--- src/rtl/clk_en_pkg.sv ---
// clk_en_pkg: shared state type and default divide constants for clk_en_prescaler
package clk_en_pkg;
    localparam int DIV_W_DEF   = 8;
    localparam int DIV_RST_DEF = 9;
    typedef enum logic [1:0] {IDLE, RUN, STEP} state_t;
endpackage

--- src/rtl/prescale_cnt.sv ---
// prescale_cnt: clearable up-counter flagging when it reaches the terminal count
module prescale_cnt
    import clk_en_pkg::*;
#(
    parameter int DIV_W = DIV_W_DEF
) (
    input  logic             clk,
    input  logic             rst,
    input  logic             clr,
    input  logic             inc,
    input  logic [DIV_W-1:0] tc_val,
    output logic             tc
);
    logic [DIV_W-1:0] r_cnt;
    // clear wins over increment so a terminal cycle restarts the period at 0
    always_ff @(posedge clk) begin
        if (rst || clr) r_cnt <= '0;
        else if (inc) r_cnt <= r_cnt + 1'b1;
    end
    assign tc = r_cnt == tc_val;
endmodule

--- src/rtl/clk_en_prescaler.sv ---
// clk_en_prescaler: run/step clock-enable pulse generator with glitch-free divide reload
module clk_en_prescaler
    import clk_en_pkg::*;
#(
    parameter int DIV_W   = DIV_W_DEF,
    parameter int DIV_RST = DIV_RST_DEF
) (
    input  logic             clk,
    input  logic             rst,
    input  logic             run,
    input  logic             step,
    input  logic             div_load,
    input  logic [DIV_W-1:0] div_val,
    output logic             clkEn,
    output logic             busy,
    output logic             load_pending,
    output logic [DIV_W-1:0] div_active
);
    state_t           r_state, w_state_nxt;
    logic             w_tc, w_term, w_drop, w_direct;
    logic             r_clken, r_pending;
    logic [DIV_W-1:0] r_shadow, r_div_active;
    assign w_term   = (r_state != IDLE) && w_tc;
    assign w_drop   = (r_state == RUN) && !run;
    assign w_direct = div_load && (w_term || (r_state == IDLE && run));
    prescale_cnt #(.DIV_W(DIV_W)) u_cnt (
        .clk    (clk),
        .rst    (rst),
        .clr    ((r_state == IDLE) || w_term || w_drop),
        .inc    (r_state != IDLE),
        .tc_val (r_div_active),
        .tc     (w_tc)
    );
    // state register
    always_ff @(posedge clk) begin
        if (rst) r_state <= IDLE;
        else r_state <= w_state_nxt;
    end
    // next state: run beats step from IDLE, STEP always finishes its one pulse
    always_comb begin
        w_state_nxt = IDLE;
        unique case (r_state)
            IDLE:    w_state_nxt = run ? RUN : (step ? STEP : IDLE);
            RUN:     w_state_nxt = run ? RUN : IDLE;
            STEP:    w_state_nxt = w_term ? IDLE : STEP;
            default: w_state_nxt = IDLE;
        endcase
    end
    // one-cycle enable after a terminal cycle, suppressed when run is being dropped
    always_ff @(posedge clk) begin
        if (rst) r_clken <= 1'b0;
        else r_clken <= w_term && !w_drop;
    end
    // divide reload only at period boundaries or while idle so no period is truncated
    always_ff @(posedge clk) begin
        if (rst) begin
            r_shadow     <= DIV_W'(DIV_RST);
            r_div_active <= DIV_W'(DIV_RST);
            r_pending    <= 1'b0;
        end else if (w_direct) begin
            r_shadow     <= div_val;
            r_div_active <= div_val;
            r_pending    <= 1'b0;
        end else if (div_load) begin
            r_shadow     <= div_val;
            r_pending    <= 1'b1;
        end else if (r_pending && (r_state == IDLE || w_term)) begin
            r_div_active <= r_shadow;
            r_pending    <= 1'b0;
        end
    end
    assign clkEn        = r_clken;
    assign busy         = r_state != IDLE;
    assign load_pending = r_pending;
    assign div_active   = r_div_active;
endmodule

--- config.mk ---
export PLATFORM = sky130hd
export DESIGN_NAME = clk_en_prescaler
export DESIGN_NICKNAME = d
export VERILOG_FILES = /design/src/rtl/clk_en_pkg.sv /design/src/rtl/prescale_cnt.sv /design/src/rtl/clk_en_prescaler.sv
export SDC_FILE = /design/constraint.sdc
export NUM_CORES = 1
export LEC_CHECK = 0
export ABC_AREA = 1
export CORE_ASPECT_RATIO = 0.6
export CORE_MARGIN = 2
export CORE_UTILIZATION = 55
export DETAILED_ROUTE_END_ITERATION = 10
export PLACE_DENSITY = 0.83
export SYNTH_ARGS = -nofsm -noshare
export SYNTH_HDL_FRONTEND = slang
export SYNTH_SLANG_ARGS = --single-unit
--- constraint.sdc ---
create_clock -name clk -period 3.6 [get_ports clk]
set_clock_uncertainty 0.05 [all_clocks]
set_input_delay 0.36 -clock clk [delete_from_list [all_inputs] [get_ports clk]]
set_output_delay 0.36 -clock clk [all_outputs]
set_load 0.02 [all_outputs]
# ---- Word level (Yosys, flattened, before mapping)
# Index checks and enable logic that the tools add are counted.
dict set report totals {
  reg_bits 28
  inputBits 13
  out_inout_bits 11
  wordCells 42
}
dict set report op_classes {
  addsub 1
  eq_ne 4
  mux 12
  reduce_logical 19
}
# cell n
set op_table {}
lappend op_table {{8-bit two-way mux} 5}
lappend op_table {{8-bit by 1-bit adder with 8-bit output (second input constant)} 1}
lappend op_table {{8-bit == test} 1}
lappend op_table {{2-bit nonzero test} 4}
lappend op_table {{1-bit logical AND} 6}
lappend op_table {{2-bit two-way mux} 3}
lappend op_table {{2-bit case mux with 3 select lines} 1}
lappend op_table {{1-bit logical OR} 4}
lappend op_table {{1-bit two-way mux} 3}
lappend op_table {{2-bit by 1-bit == test with 1-bit output (second input constant)} 1}
lappend op_table {{2-bit == test (second input constant)} 1}
lappend op_table {{1-bit logical NOT} 2}
lappend op_table {{2-bit logical NOT} 1}
lappend op_table {{2-bit by 1-bit inequality test with 1-bit output (second input constant)} 1}
lappend op_table {{2-bit AND reduction} 1}
lappend op_table {{2-bit OR reduction} 1}

# ---- Longest topological paths before layout
# Gate-level depths: netlist (run 1).
dict set report depth {
  depth_word 7
  mapped_depth 12
  depth_no_buf 11
}

# ---- Cells and area by module
# A second synthesis (run 1) with hierarchy kept.
dict set report hier_totals {
  cells_unflattened 219
  area_unflattened_um2 1463.9
}
# mod instances cells_each area_per_inst_um2 seq_area_each_um2
set by_module_without_submodules {}
lappend by_module_without_submodules {clk_en_prescaler 1 127 943.4 400.4}
lappend by_module_without_submodules {prescale_cnt 1 92 520.5 160.2}

# ---- Worst setup path before layout (run 1)
# OpenSTA, ideal clock, no wires.
dict set report synth_timing {
  path_kind {reg2reg}
  from {register r_div_active[4], in the netlist div_active[4]}
  to {register r_div_active[0], in the netlist div_active[0]}
  arrival_time_ns 1.289
  required_ns 3.435
  slack_ns 2.146
  stages_incl_launch_ff 13
  n_path_buf 1
  synth_period_minus_slack_ns 1.454
  cell_sequence {dfxtp_1 > inv_1 > nand2_1 > nand2_1 > nand2_1 > nor2_2 > nand2_2 > nand2_4 > buf_12 > nand2_4 > clkinv_1 > nand3_1 > nand2_1}
}
dict set report synth_between {
  elab_chain_len 6
  elab_cells_between_ends 10
  classes_between {2 x eq/ne; 1 x mux; 7 x reduce/logical}
}
# element line_no
set synth_rtl {}
lappend synth_rtl {{from (decl)} clk_en_prescaler.sv:22} ;# logic [DIV_W-1:0] r_shadow, r_div_active;
lappend synth_rtl {{from (signal assigned)} clk_en_prescaler.sv:58} ;# r_div_active <= DIV_W'(DIV_RST);
lappend synth_rtl {{from (signal assigned)} clk_en_prescaler.sv:62} ;# r_div_active <= div_val;
lappend synth_rtl {{from (signal assigned)} clk_en_prescaler.sv:68} ;# r_div_active <= r_shadow;
lappend synth_rtl {{8-bit == test *} prescale_cnt.sv:20} ;# assign tc = r_cnt == tc_val;
lappend synth_rtl {{1-bit logical AND *} clk_en_prescaler.sv:23} ;# assign w_term = (r_state != IDLE) && w_tc;
lappend synth_rtl {{1-bit logical OR, on equally long branches} {clk_en_prescaler.sv:25, clk_en_prescaler.sv:67}}
lappend synth_rtl {{1-bit logical AND, on equally long branches} {clk_en_prescaler.sv:25, clk_en_prescaler.sv:67}}
lappend synth_rtl {{2-bit by 1-bit inequality test with 1-bit output (no source line) / 2-bit nonzero test (equally long branches)} n/a}
lappend synth_rtl {{2-bit AND reduction (no source line)} n/a}
# Every way passes the cells marked *; elsewhere a longest branch is shown, timed or not.
# A chain may end at the register's enable or synchronous reset.

# ---- Worst setup path in the final report (run 1)
dict set report layout_timing {
  from {register r_state[1]}
  to {output busy}
}
dict set report layout_between {
  elab_chain_len 1
}
# element line_no
set layout_rtl {}
lappend layout_rtl {{from (decl)} clk_en_prescaler.sv:19} ;# state_t r_state, w_state_nxt;
lappend layout_rtl {{from (signal assigned)} clk_en_prescaler.sv:37} ;# else r_state <= w_state_nxt;
lappend layout_rtl {{2-bit nonzero test} clk_en_prescaler.sv:73} ;# assign busy = r_state != IDLE;
lappend layout_rtl {{to (decl)} clk_en_prescaler.sv:15} ;# output logic busy,
# Every way passes these cells.

==> results of run 1 <==
[where the power goes]
part	internal [W]	leakage [nW]	switching [W]
Combinational	0.0000665	0.474	0.0000917
Sequential	0.000329	0.230	0.0000148
Clock	0.000149	0.0357	0.0000947
[worst min-delay path by stage]
stage / startpoint / to
floorplan: u_cnt.r_cnt[0] / u_cnt.r_cnt[0]
global placement: u_cnt.r_cnt[0] / u_cnt.r_cnt[0]
detailed placement: u_cnt.r_cnt[0] / u_cnt.r_cnt[0]
CTS: u_cnt.r_cnt[0] / u_cnt.r_cnt[0]
global route: u_cnt.r_cnt[0] / u_cnt.r_cnt[0]
finish: u_cnt.r_cnt[0] / u_cnt.r_cnt[0]
[synthesized netlist by cell type, types with 2 or more instances]
| cell type | n |
|---|---|
| sky130_fd_sc_hd__a21oi_1 | 15 |
| sky130_fd_sc_hd__clkbuf_1 | 2 |
| sky130_fd_sc_hd__dfxtp_1 | 28 |
| sky130_fd_sc_hd__inv_1 | 30 |
| sky130_fd_sc_hd__inv_2 | 4 |
| sky130_fd_sc_hd__nand2_1 | 40 |
| sky130_fd_sc_hd__nand2_4 | 3 |
| sky130_fd_sc_hd__nand3_1 | 7 |
| sky130_fd_sc_hd__nand3b_1 | 3 |
| sky130_fd_sc_hd__nor2_1 | 27 |
| sky130_fd_sc_hd__nor2_2 | 3 |
| sky130_fd_sc_hd__nor3_1 | 2 |
| sky130_fd_sc_hd__o211ai_1 | 6 |
| sky130_fd_sc_hd__o21ai_0 | 11 |
| sky130_fd_sc_hd__xnor2_1 | 3 |
| sky130_fd_sc_hd__xor2_1 | 3 |
[flip-flops by register name, indices dropped and copies added, names as in the netlist]
| name | flops |
|---|---|
| div_active | 8 |
| r_shadow | 8 |
| u_cnt.r_cnt | 8 |
| r_state | 2 |
| clkEn | 1 |
| load_pending | 1 |
[metrics by stage]
stage	setup slack, ps	instance area, um2	hold WS (ps)
finish	1550	1700	420
global route	1460	1700	451
CTS	1550	1700	427
detailed placement	1360	1630	405
global placement	1470	1630	401
floorplan	2150	1390	380
[metal layers]
| metal | vias to the layer above | global-route usage, % |
|---|---|---|
| met4 | 0 | 4.71 |
| met1 | 561 | 33.0 |
| met5 | - | 0 |
| met3 | 6 | 7.43 |
| met2 | 35 | 36.2 |
| li1 | 660 | - |
[critical path: stages (launching register included)]
cell	delay, ps
sky130_fd_sc_hd__dfxtp_1	360
sky130_fd_sc_hd__nor2_2	290
sky130_fd_sc_hd__inv_2	160
sky130_fd_sc_hd__clkdlybuf4s50_1	570
[layout make-up]
cell class | count | area [um2]
clock buffer | 3 | 41.3
clock inverter | 1 | 30.0
fill | 201 | 752
inverter | 35 | 131
multi-input combinational | 129 | 667
sequential | 28 | 561
tap | 32 | 40.0
timing repair buffer | 23 | 230
[logic make-up after synthesis]
kind of cell | after synthesis
flops | 28
buf+inv | 38
simple gates | 88
fa+ha+maj | 1
xor+xnor | 6
compound gates | 34
==> flow_summary_export.csv, run 1 <==
group,metric,value,unit
floorplan,initial_core_utilization,56.5,%
clocking,clk_pin_slew_worst_paths,100,ps
drt,highest-signal-layer,"met4",
drt,met1_length,1.41,mm
drt,detail_route.wl_per_cell,12.0,um
yosys,yosys_register_bits,28,
worst_hold_path,worst_hold_path_type,"reg2reg",
critical_path,critical_path.reg2reg.startpoint,"r_state[1]",
timing,grt_setup_unrepaired,"no",
global_routing,via_count_of_the_first_global_routing_pass,1161,
yosys,most_common_flop_cell_mapped_by_yosys,"sky130_fd_sc_hd__dfxtp_1",
global_routing,grt_first_pass_wirelength,5.20,mm
critical_path,worstReg2RegEnd,"div_active[0]",
critical_path,cp-end-kind,"primary output",
clocking,cts_buffer_depth,2,
yosys,synth_top_family_by_area,"simple AND/OR/NAND/NOR gates",
yosys,synth_enable_flop_cells,0,
job,cap_violations,0,
floorplan,core_box_area,0.00245,mm2
critical_path,timing.critical_path.to,"busy",
drt,detailroute.via_count,1262,
clocking,cts_tree,"done",
yosys,syn_area,0.00139,mm2
floorplan,die_h,42.9,um
cells_and_area,layout.cells.most_common,"sky130_fd_sc_hd__nand2_1",
floorplan,std_cell_rows,14,
critical_path,arrival_time_reported_for_the_critical_path_endpoint,1640,ps
yosys,top_area_cell_type_share_of_the_netlist_area,40.4,%
drt,post_route_wl,3.01,mm
timing,final-hold-violation-count,0,
clocking,worst_skew_pair.late_latency,270,ps
yosys,netlist-cell-type-count,24,
clocking,cts-root-buf,"sky130_fd_sc_hd__clkbuf_8",
yosys,synthesis.yosys.warnings,0,
cells_and_area,drive_gt1_share,8.22,%
yosys,ys_seq_area_share,40.4,%
yosys,syn_inst,195,
yosys,post_synth_mux_area_share,0,%
timing,report.final.setup_viol,0,
timing,worstMarginPinSlew,508,ps
critical_path,startpoint_type,"register",
cells_and_area,mostFrequentLayoutCells,"sky130_fd_sc_hd__nand2_1, sky130_fd_sc_hd__inv_1, sky130_fd_sc_hd__dfxtp_1, sky130_fd_sc_hd__nor2_1, sky130_fd_sc_hd__clkdlybuf4s50_1",
critical_path,path_max_fanout,8,
placed_design,routabilityCongestion,0.809,
clocking,tritoncts.num_buffers,3,
global_routing,grt_overflow_total,0,
global_routing,pin_count_of_the_biggest_net_entering_global_routing,18,
critical_path,required,3190,ps
cells_and_area,layout.cells.non_filler,251,
cells_and_area,final_net_count,234,
power_and_ir_drop,power.total,0.000745,W
placed_design,place.detailed.instances,247,
drt,postRouteAntennaNets,0,
yosys,syn-num-nets,209,
floorplan,fp.dieW,68.8,um
timing,post-route-min-period,2050,ps
placed_design,hpwlAfterDp,2.31,mm
clocking,cts_setup_buffers,0,
floorplan,io-pin-count,24,
clocking,postCtsHoldBufs,0,
cells_and_area,post_route_utilization,69.3,%
drt,post-route-drc-count,0,
worst_hold_path,hold_depth,1,
yosys,yosys.area_share.simple,28.5,%
yosys,netlist.top_cell.by_area,"sky130_fd_sc_hd__dfxtp_1",
clocking,cts.htree.levels,1,
critical_path,reg2reg_slack,2040,ps
yosys,synth-xor-area-share,3.79,%
timing,maxClockFrequency,488,MHz
power_and_ir_drop,total_leakage_power,0.740,nW
clocking,cts.sinks,28,
timing,slew_headroom,66.0,%
yosys,async_reset_ff_share,0,%
yosys,synth_compound_area_share,14.9,%
cells_and_area,n_antenna_cell,0,
critical_path,critPathKind,"reg2out",
placed_design,place.port_buffers,23,
drt,first_iter_violations,59,
critical_path,timing.critical_path.from,"r_state[1]",
yosys,avgSynthCellArea,7.11,um2
power_and_ir_drop,vdd_drop_max,0.000450,V
global_routing,tot_gr_track_use,23.7,%
drt,wl_met2,1.38,mm
drt,drtPass1Iterations,4,
timing,setup_tns,0,ps
timing,final_max_slew_viol_count,0,
timing,finalCritPeriodShare,56.9,%
critical_path,reg2reg_depth,7,
clocking,cts_repair_resize_count,0,
global_routing,grt_antenna_before_repair,0,
yosys,synthAdderAreaFrac,0.903,%
floorplan,die-area,0.00295,mm2
drt,met3WireLength,176,um
drt,vias_per_cell,5.03,
yosys,netlist_top_cells_area,"sky130_fd_sc_hd__dfxtp_1, sky130_fd_sc_hd__nand2_1, sky130_fd_sc_hd__inv_1",
power_and_ir_drop,p_per_area,438,mW/mm2
status,status,"finished, final reports clean",
cells_and_area,area_delta_synth_final,22.7,%
No activity file was read; power rests on OpenSTA's default activity.
==> inputs of run 2 (changes only) <==
Settings changed: CORE_UTILIZATION 55 to 51, PLACE_DENSITY 0.83 to 0.77.
Clock period 3.6 ns to 1.9 ns, I/O delays scaled along.
==> run 2 against run 1 <==
Net effect:
- clock power increased by 30%
- largest power group unchanged
- register-to-register slack got worse by 1700 ps
- die area rose by 7.2%
- highest routed layer unchanged
- sequential power increased by 89%
- total power grew 70%
==> flow_summary_export.csv, run 2 (synthesized netlist as in run 1, its figures left out) <==
group,metric,value,unit
job,cap_violations,0,
placed_design,pre_cts_ws,297,ps
global_routing,via_count_of_the_first_global_routing_pass,1183,
cells_and_area,n_antenna_cell,0,
drt,postRouteAntennaNets,0,
critical_path,required,1660,ps
cells_and_area,drive_gt1_share,9.46,%
critical_path,cp-end-kind,"primary output",
critical_path,slowest_stage,"sky130_fd_sc_hd__clkdlybuf4s50_1",
critical_path,cp_slowest_stage_delay,560,ps
global_routing,tot_gr_track_use,20.7,%
clocking,clk_pin_slew_worst_paths,90,ps
cells_and_area,finalInstanceArea,0.00170,mm2
global_routing,pin_count_of_the_biggest_net_entering_global_routing,17,
clocking,cts_buffer_depth,2,
clocking,cts_tree,"done",
drt,first_iter_violations,51,
clocking,cts_repair_resize_count,0,
floorplan,std_cell_rows,14,
global_routing,grt_overflow_total,0,
clocking,tritoncts.num_buffers,3,
timing,final-hold-violation-count,0,
clocking,cts-root-buf,"sky130_fd_sc_hd__clkbuf_8",
floorplan,fp.dieW,71.3,um
cells_and_area,layout.cells.most_common,"sky130_fd_sc_hd__nand2_1",
clocking,worst_skew_pair.late_latency,270,ps
global_routing,grt_first_pass_wirelength,5.03,mm
drt,drtPass1Iterations,6,
timing,setup_tns,0,ps
power_and_ir_drop,total_leakage_power,0.745,nW
drt,post-route-drc-count,0,
clocking,cts_setup_buffers,0,
critical_path,critical_path.top_delay_family,"buffers and inverters",
floorplan,initial_core_utilization,54.6,%
floorplan,io-pin-count,24,
placed_design,routabilityCongestion,0.844,
critical_path,worstPathCellList,"nor2_2 > inv_2 > clkdlybuf4s50_1",
worst_hold_path,whs_endpoint,"u_cnt.r_cnt[0]",
critical_path,critPathKind,"reg2out",
timing,maxClockFrequency,550,MHz
placed_design,place.port_buffers,23,
timing,timing.final.ws_setup,83.3,ps
worst_hold_path,hold_depth,1,
critical_path,path_max_fanout,8,
placed_design,post_dp_cell_area,0.00166,mm2
timing,finalCritPeriodShare,95.6,%
cells_and_area,n_fill_cell,208,
clocking,cts.sinks,28,
worst_hold_path,worst_hold_path_type,"reg2reg",
timing,grt_setup_unrepaired,"no",
drt,vias_per_cell,5.05,
drt,detailroute.via_count,1282,
critical_path,reg2reg_depth,10,
floorplan,die-area,0.00317,mm2
power_and_ir_drop,p_per_area,747,mW/mm2
cells_and_area,final_net_count,238,
floorplan,core_box_area,0.00254,mm2
timing,report.final.setup_viol,0,
critical_path,total_buffers_and_inverters_traversed_by_the_critical_path,2,
timing,slew_headroom,77.2,%
cells_and_area,post_route_utilization,66.9,%
timing,worstMarginPinSlew,338,ps
clocking,cts.htree.levels,1,
timing,final_max_slew_viol_count,0,
critical_path,worstReg2RegEnd,"u_cnt.r_cnt[2]",
cells_and_area,area_delta_synth_final,22.7,%
worst_hold_path,hp-start,"u_cnt.r_cnt[0]",
critical_path,critical_path.reg2reg.startpoint,"u_cnt.r_cnt[0]",
drt,post_route_wl,3.01,mm
global_routing,grt_antenna_before_repair,0,
clocking,postCtsHoldBufs,0,
status,status,"finished, final reports clean",
cells_and_area,mostFrequentLayoutCells,"sky130_fd_sc_hd__nand2_1, sky130_fd_sc_hd__inv_1, sky130_fd_sc_hd__dfxtp_1, sky130_fd_sc_hd__nor2_1, sky130_fd_sc_hd__clkdlybuf4s50_1",
critical_path,reg2reg_slack,300,ps
floorplan,die_h,44.4,um
critical_path,arrival_time_reported_for_the_critical_path_endpoint,1580,ps
placed_design,hpwlAfterDp,2.37,mm
timing,post-route-min-period,1820,ps
critical_path,startpoint_type,"register",
power_and_ir_drop,vdd_drop_max,0.000482,V
drt,detail_route.wl_per_cell,11.9,um
-- run 2: final cells by class --
cell class	count	area, um2	area share, %
clock buffer	3	41.3	2.43
inverter	35	131	7.73
multi-input combinational	129	667	39.2
sequential	28	561	33.0
tap	32	40.0	2.35
timing repair buffer	27	260	15.3
-- run 2: worst max-delay path by stage --
stage | startpoint | end | slack [ps] | cells after the start
after floorplan | div_active[4] | div_active[3] | 450 | 12
after global placement | run | div_active[6] | 360 | 8
after detailed placement | run | div_active[0] | 300 | 8
after CTS | r_state[1] | busy | 80 | 3
after global routing | r_state[1] | busy | 20 | 3
final | r_state[1] | busy | 80 | 3
-- run 2: routing by layer --
layer	part of all wire, %	wire length, um	global-route usage [%]
met1	49	1480	26.1
met2	45	1350	35.0
met3	5.6	170	6.15
met4	0.27	8	6.04
met5	0	0	0
-- run 2: power by group --
| group | total, W | switching (W) | internal (W) | leakage [nW] |
|---|---|---|---|---|
| logic | 0.000304 | 0.000172 | 0.000132 | 0.493 |
| registers | 0.000651 | 0.0000276 | 0.000623 | 0.230 |
| clock network | 0.000316 | 0.000174 | 0.000142 | 0.0216 |
-- run 2: metrics by stage --
stage | total power [W] | cells | hold WS [ps]
finish | 0.00127 | 254 | 428
global route | 0.00134 | 254 | 443
CTS | 0.00128 | 254 | 425
detailed placement | 0.000967 | 251 | 411
global placement | 0.000955 | 251 | 394
floorplan | 0.000857 | 195 | 217
